$ cat src/rtl/riscv_pkg.sv
// Shared integer-core definitions: architectural register file geometry and
// the data/index types used by decode and write-back.
package riscv_pkg;

  localparam int XLEN   = 32;
  localparam int NREGS  = 32;
  localparam int REG_AW = $clog2(NREGS);

  typedef logic [REG_AW-1:0] reg_idx_t;
  typedef logic [XLEN-1:0]   xlen_t;

endpackage

$ cat src/rtl/rf_busy_table.sv
// Per-register busy scoreboard: multicycle ops claim a destination at issue
// and release it at write-back; flush drops every outstanding claim.
module rf_busy_table
  import riscv_pkg::*;
#(
  parameter  int NREGS    = riscv_pkg::NREGS,
  parameter  int ZERO_REG = 1,
  localparam int AW       = $clog2(NREGS)
) (
  input  logic             clk,
  input  logic             rst,
  input  logic             wr_en,
  input  logic [AW-1:0]    wr_idx,
  input  logic             wr_release,
  input  logic             claim_en,
  input  logic [AW-1:0]    claim_idx,
  input  logic             flush,
  output logic             claim_ok,
  output logic [NREGS-1:0] busy_vec,
  output logic [AW:0]      busy_cnt
);

  logic [NREGS-1:0] r_busy;
  logic [AW:0]      r_cnt;

  logic [NREGS-1:0] w_relMask;
  logic [NREGS-1:0] w_afterRel;
  logic [NREGS-1:0] w_setMask;
  logic             w_zeroClaim;
  logic             w_claimSet;
  logic             w_relDec;

  // A claim only looks at the busy state left after this cycle's release, so
  // a write-back and a re-claim of the same register can share one cycle.
  always_comb begin
    w_relMask = '0;
    if (wr_en && wr_release) w_relMask[wr_idx] = 1'b1;
    w_afterRel  = r_busy & ~w_relMask;
    w_zeroClaim = (ZERO_REG != 0) && (claim_idx == '0);
    claim_ok    = claim_en && !flush && !w_afterRel[claim_idx];
    w_claimSet  = claim_ok && !w_zeroClaim;
    w_setMask   = '0;
    if (w_claimSet) w_setMask[claim_idx] = 1'b1;
    w_relDec    = wr_en && wr_release && r_busy[wr_idx];
  end

  // The count only moves on real bit transitions, so it tracks popcount exactly.
  always_ff @(posedge clk or negedge rst) begin
    if (!rst) begin
      r_busy <= '0;
      r_cnt  <= '0;
    end else if (flush) begin
      r_busy <= '0;
      r_cnt  <= '0;
    end else begin
      r_busy <= w_afterRel | w_setMask;
      r_cnt  <= r_cnt + {{AW{1'b0}}, w_claimSet} - {{AW{1'b0}}, w_relDec};
    end
  end

  assign busy_vec = r_busy;
  assign busy_cnt = r_cnt;

endmodule

$ cat src/rtl/regfile_scoreboard.sv
// Integer register file with NRD combinational read ports, one write port,
// optional write->read bypass and a busy scoreboard for multicycle results.
module regfile_scoreboard
  import riscv_pkg::*;
#(
  parameter  int XLEN     = riscv_pkg::XLEN,
  parameter  int NREGS    = riscv_pkg::NREGS,
  parameter  int NRD      = 2,
  parameter  int ZERO_REG = 1,
  parameter  int BYPASS   = 1,
  localparam int AW       = $clog2(NREGS)
) (
  input  logic              clk,
  input  logic              rst,
  input  logic [NRD*AW-1:0] rd_idx,
  output logic [NRD*XLEN-1:0] rd_data,
  output logic [NRD-1:0]    rd_busy,
  input  logic              wr_en,
  input  logic [AW-1:0]     wr_idx,
  input  logic [XLEN-1:0]   wr_data,
  input  logic              wr_release,
  input  logic              claim_en,
  input  logic [AW-1:0]     claim_idx,
  output logic              claim_ok,
  input  logic              flush,
  output logic [NREGS-1:0]  busy_vec,
  output logic [AW:0]       busy_cnt
);

  logic [XLEN-1:0] r_regs [NREGS];
  logic            w_wrAllowed;

  assign w_wrAllowed = wr_en && !((ZERO_REG != 0) && (wr_idx == '0));

  always_ff @(posedge clk or negedge rst) begin
    if (!rst) begin
      for (int i = 0; i < NREGS; i++) r_regs[i] <= '0;
    end else if (w_wrAllowed) begin
      r_regs[wr_idx] <= wr_data;
    end
  end

  // Register 0 is never claimed in ZERO_REG mode, so its busy bit is always 0.
  for (genvar p = 0; p < NRD; p++) begin : gRead
    logic [AW-1:0]   w_idx;
    logic            w_isZero;
    logic            w_hit;
    logic [XLEN-1:0] w_data;

    assign w_idx    = rd_idx[p*AW +: AW];
    assign w_isZero = (ZERO_REG != 0) && (w_idx == '0);
    assign w_hit    = (BYPASS != 0) && wr_en && (wr_idx == w_idx);
    assign w_data   = w_isZero ? '0 : (w_hit ? wr_data : r_regs[w_idx]);
    assign rd_data[p*XLEN +: XLEN] = w_data;
    assign rd_busy[p] = busy_vec[w_idx];
  end

  rf_busy_table #(
    .NREGS   (NREGS),
    .ZERO_REG(ZERO_REG)
  ) uBusy (
    .clk       (clk),
    .rst       (rst),
    .wr_en     (wr_en),
    .wr_idx    (wr_idx),
    .wr_release(wr_release),
    .claim_en  (claim_en),
    .claim_idx (claim_idx),
    .flush     (flush),
    .claim_ok  (claim_ok),
    .busy_vec  (busy_vec),
    .busy_cnt  (busy_cnt)
  );

endmodule

$ cat config.mk
export PLATFORM = sky130hd
export DESIGN_NAME = regfile_scoreboard
export DESIGN_NICKNAME = d
export VERILOG_FILES = /design/src/rtl/riscv_pkg.sv /design/src/rtl/rf_busy_table.sv /design/src/rtl/regfile_scoreboard.sv
export SDC_FILE = /design/constraint.sdc
export NUM_CORES = 2
export LEC_CHECK = 0
export CAP_MARGIN = 15
export CELL_PAD_IN_SITES_DETAIL_PLACEMENT = 0
export CELL_PAD_IN_SITES_GLOBAL_PLACEMENT = 2
export CORE_UTILIZATION = 35
export CTS_CLUSTER_DIAMETER = 120
export DETAILED_ROUTE_END_ITERATION = 6
export MAX_ROUTING_LAYER = met4
export PLACE_DENSITY = 0.62
export SKIP_LAST_GASP = 1
export SLEW_MARGIN = 30
export SYNTH_ARGS = -nofsm -noshare
export SYNTH_HDL_FRONTEND = slang
export SYNTH_HIERARCHICAL = 1
export SYNTH_SLANG_ARGS = --single-unit
$ cat constraint.sdc
create_clock -name clk -period 4.85 [get_ports clk]
set_input_delay 1.2125 -clock clk [delete_from_list [all_inputs] [get_ports clk]]
set_output_delay 1.2125 -clock clk [all_outputs]
set_load 0.02 [all_outputs]
==> flow_summary.yaml <==
outcome:
  status: "complete, no violations"
clock_network:
  cts_hold_buf: 0
  cts_root_buffer: "clkbuf_16"
  clk_path_buf_depth: 3
  numClockSinks: 1062
  cts_tree: "yes"
  clk_pin_slew_ps: 50
  clock_latency_ps: 780
  numCtsBuffers: 134
  htreeDepth: 4
yosys:
  synth_area_per_cell_sq_um: 14.3
  synth_flop_cell: "dfrtp_1"
  mappedNetlistNets: 4064
  yosysWarnings: 6
  seq_area_frac_synth_pct: 46.4
  syn-cell-area_sq_um: 57300
  async_reset_ff_share_pct: 100
  synth_edf_count: 0
  synth_cell_type_count: 69
  postSynthCellCount: 3999
  ys_ff_latch: 1062
floorplanning:
  die_h_um: 407
  initial_core_util_pct: 35.3
  fp.dieW_um: 407
  coreArea_sq_um: 163000
  num_io_pins: 163
  fp.dieArea_sq_um: 165000
  rows: 148
routing:
  drc: 0
  wl_um: 220000
  wl_per_cell_um: 32.7
  routed-via-count: 39947
  drt_iter0_markers: 3498
  drt-vias-per-instance: 5.95
  ant_nets: 0
  drtPass1Iterations: 5
timing:
  worst_slew_pin_slew_ps: 1000
  grt_setup_unrepaired: "yes"
  whs_ps: 395
  slew_viol_final: 0
  max_slew_margin_pct: 33.3
  setup_ws_ps: 74.3
  setup_viol: 0
  final.period_utilization_pct: 98.5
  post-route-min-period_ps: 4780
  finClkSkew_ps: 7.60
  max_freq_mhz: 209
  finalHoldViolations: 0
placed_design:
  place_congestion: 0.840
  dp_hpwl_um: 141000
  placed_area_sq_um: 65600
  dp_slack_ps: -846
  placed_cells: 6424
  port_buffers: 162
global_route:
  antenna_found_initial: 12
  overflow: 0
  grt_max_degree: 104
  gr-usage-all-layers_pct: 27.6
  first_global_vias: 41386
  grt_pass1_wl_um: 316000
hold_path:
  holdCritPathClass: "reg -> reg"
  min_path_cells: 0
  hp-start: "r_regs[998]$_DFFE_PN0P_"
  hold_end: "r_regs[998]$_DFFE_PN0P_"
setup_path:
  cp.arrival_ps: 3560
  r2r_slack_ps: 1450
  startpoint: "rd_idx[3]"
  crit_family: "buffers and inverters"
  end_kind: "output port"
  path_class: "in -> out"
  reg2reg_from: "uBusy/busy_vec[11]$_DFF_PN0_"
  max_stage_delay_ps: 500
  cp_common_cell: "buf_4"
  crit_required_ps: 3640
  r2r_cells: 14
  crit_cells: 11
  critPathLaunchType: "primary input"
  crit_chain: "dlygate4sd2_1, buf_6, or3b_4, buf_4, buf_4, o22ai_1, a2111oi_2, a21oi_2, buf_4, a22o_2, buf_4"
  crit_path_top_delay_cell: "or3b_4"
  reg2reg_to: "uBusy/busy_cnt[4]$_DFF_PN0_"
  cp_max_fo: 6
  path_buf_inv: 6
power:
  p_per_area_nw_per_um2: 394
  peakVddDrop_mv: 0.376
  power.leakage_nw: 30.8
finish:
  drive_gt1_share_pct: 51.0
  stdcell_count: 6711
  final_util_pct: 43.7
  stdcell_area_sq_um: 71100
  synthToLayoutAreaGrowth_pct: 24.0
  nets: 4490
flow_run:
  max_cap_viol_count: 0
[through the flow]
| stage | total power [mW] | TNS, ps |
|---|---|---|
| 2_1_floorplan | 15.4 | 0 |
| 3_3_place_gp | 17.6 | -44970 |
| 3_5_place_dp | 17.7 | -35860 |
| 4_1_cts | 28.2 | -29.2 |
| 5_1_grt | 29.2 | -4.11 |
| 6_report | 28.0 | 0 |
[layout make-up]
type | count | area, sq um
sequential | 1062 | 26600
fill | 14911 | 91500
inverter | 18 | 67.6
multi-input combinational | 2466 | 29600
clock inverter | 41 | 475
antenna | 7 | 17.5
tap | 2175 | 2720
timing repair buffer | 743 | 7640
clock buffer | 199 | 4040
[cell usage in the layout (no fill, tap or decap), types with 12 or more instances in the layout]
master / n
a211oi_1: 26
buf_6: 19
mux2_1: 138
buf_12: 136
clkbuf_16: 141
buf_2: 20
nand2_1: 68
nand2_4: 15
nor2_4: 19
inv_1: 17
mux2_2: 894
o21ai_0: 36
o221ai_1: 33
a2111oi_2: 13
clkbuf_1: 29
nor2_1: 47
a22o_1: 47
clkinv_2: 20
mux4_2: 442
mux2i_1: 159
a221o_1: 17
a21oi_1: 78
nor2b_1: 20
clkbuf_8: 30
dfrtp_1: 1062
buf_4: 450
a22oi_1: 107
dlygate4sd2_1: 12
clkdlybuf4s50_1: 78
nand3_1: 18
o22ai_1: 73
[worst max-delay path by stage]
stage / end
after floorplan: rd_data[0]
after global placement: rd_data[45]
after detailed placement: rd_data[45]
after CTS: rd_data[45]
after global routing: rd_data[48]
final: rd_data[8]
[flip-flops by register name, indices dropped and copies added (netlist names)]
name and flops:
uBusy/busy_vec 32, r_regs 1024, uBusy/busy_cnt 6
[per-layer routing]
| layer | GRT usage, % | wire length [um] | vias up |
|---|---|---|---|
| met5 | - | 0 | - |
| met4 | 7.74 | 5630 | 0 |
| met3 | 3.77 | 10100 | 315 |
| met2 | 42.8 | 104000 | 1231 |
| met1 | 37.9 | 99700 | 21892 |
| li1 | - | - | 16509 |
[cells by family after synthesis]
logic type / synth area share (%)
AOI/OAI and AO/OA: 6.77
xor gates and xnor gates: 0.229
adders and majority gates: 0.166
buffers and inverters: 3.45
DFF: 46.4
muxes: 40.7
and+or+nand+nor: 2.32
[Yosys cell counts (all sizes together), types with 4 or more instances]
cell type  number  area [sq um]
a22o           55           482
nor2b          24           150
nor3            6          30.0
or4             7          52.6
inv            17          63.8
a211oi         26           195
nand2          84           315
o221a           7          78.8
xor2            6          52.6
a21oi          84           420
nor3b           5          37.5
nand3b         10          75.1
or3             6          37.5
o22ai          79           494
a221o          17           170
o21ai          48           240
clkbuf        285          1070
nand3          18          90.1
mux2         1032         11600
o2111ai         8          70.1
nand2b          7          43.8
dfrtp        1062         26600
a22oi         108           811
a2111oi        30           263
xnor2           9          78.8
nand4           5          31.3
mux2i         159          1590
buf           168           842
a31oi           8          50.1
mux4          448         10100
o221ai         38           333
ha              6          75.1
nor2           66           248
o211ai          4          30.0
a221oi          4          35.0
or3b            4          35.0
and2            7          43.8
a32oi           4          35.0
[worst register-to-register path, stage by stage (launching register included)]
cell,delay [ps]
dfrtp_1,510
o21ai_0,210
mux4_2,540
or4_4,440
o311ai_2,110
nand2b_1,150
ha_1,120
inv_1,40
ha_1,210
fa_1,420
a21oi_1,150
nor2_1,50
nor2_1,130
xor2_1,160
nor2_1,50
[repair_timing]
| item | in CTS | in global routing |
|---|---|---|
| pin swaps | 22 | 7 |
| setup endpoints to repair | 66 | 22 |
| gates cloned | 3 | 0 |
| buffers inserted | 36 | 2 |
| hold endpoints to repair | 0 | 0 |
| resized for setup | 294 | 26 |
[where the power goes]
part           total [mW]  leakage [nW]  switching (mW)  internal (mW)
logic                6.00          15.0            2.56           3.44
registers            11.7          13.7            1.19           10.5
clock network        10.3          2.22            4.14           6.19
total                28.0          30.8            7.88           20.1
Note: power is estimated with default switching activity, not from simulation.
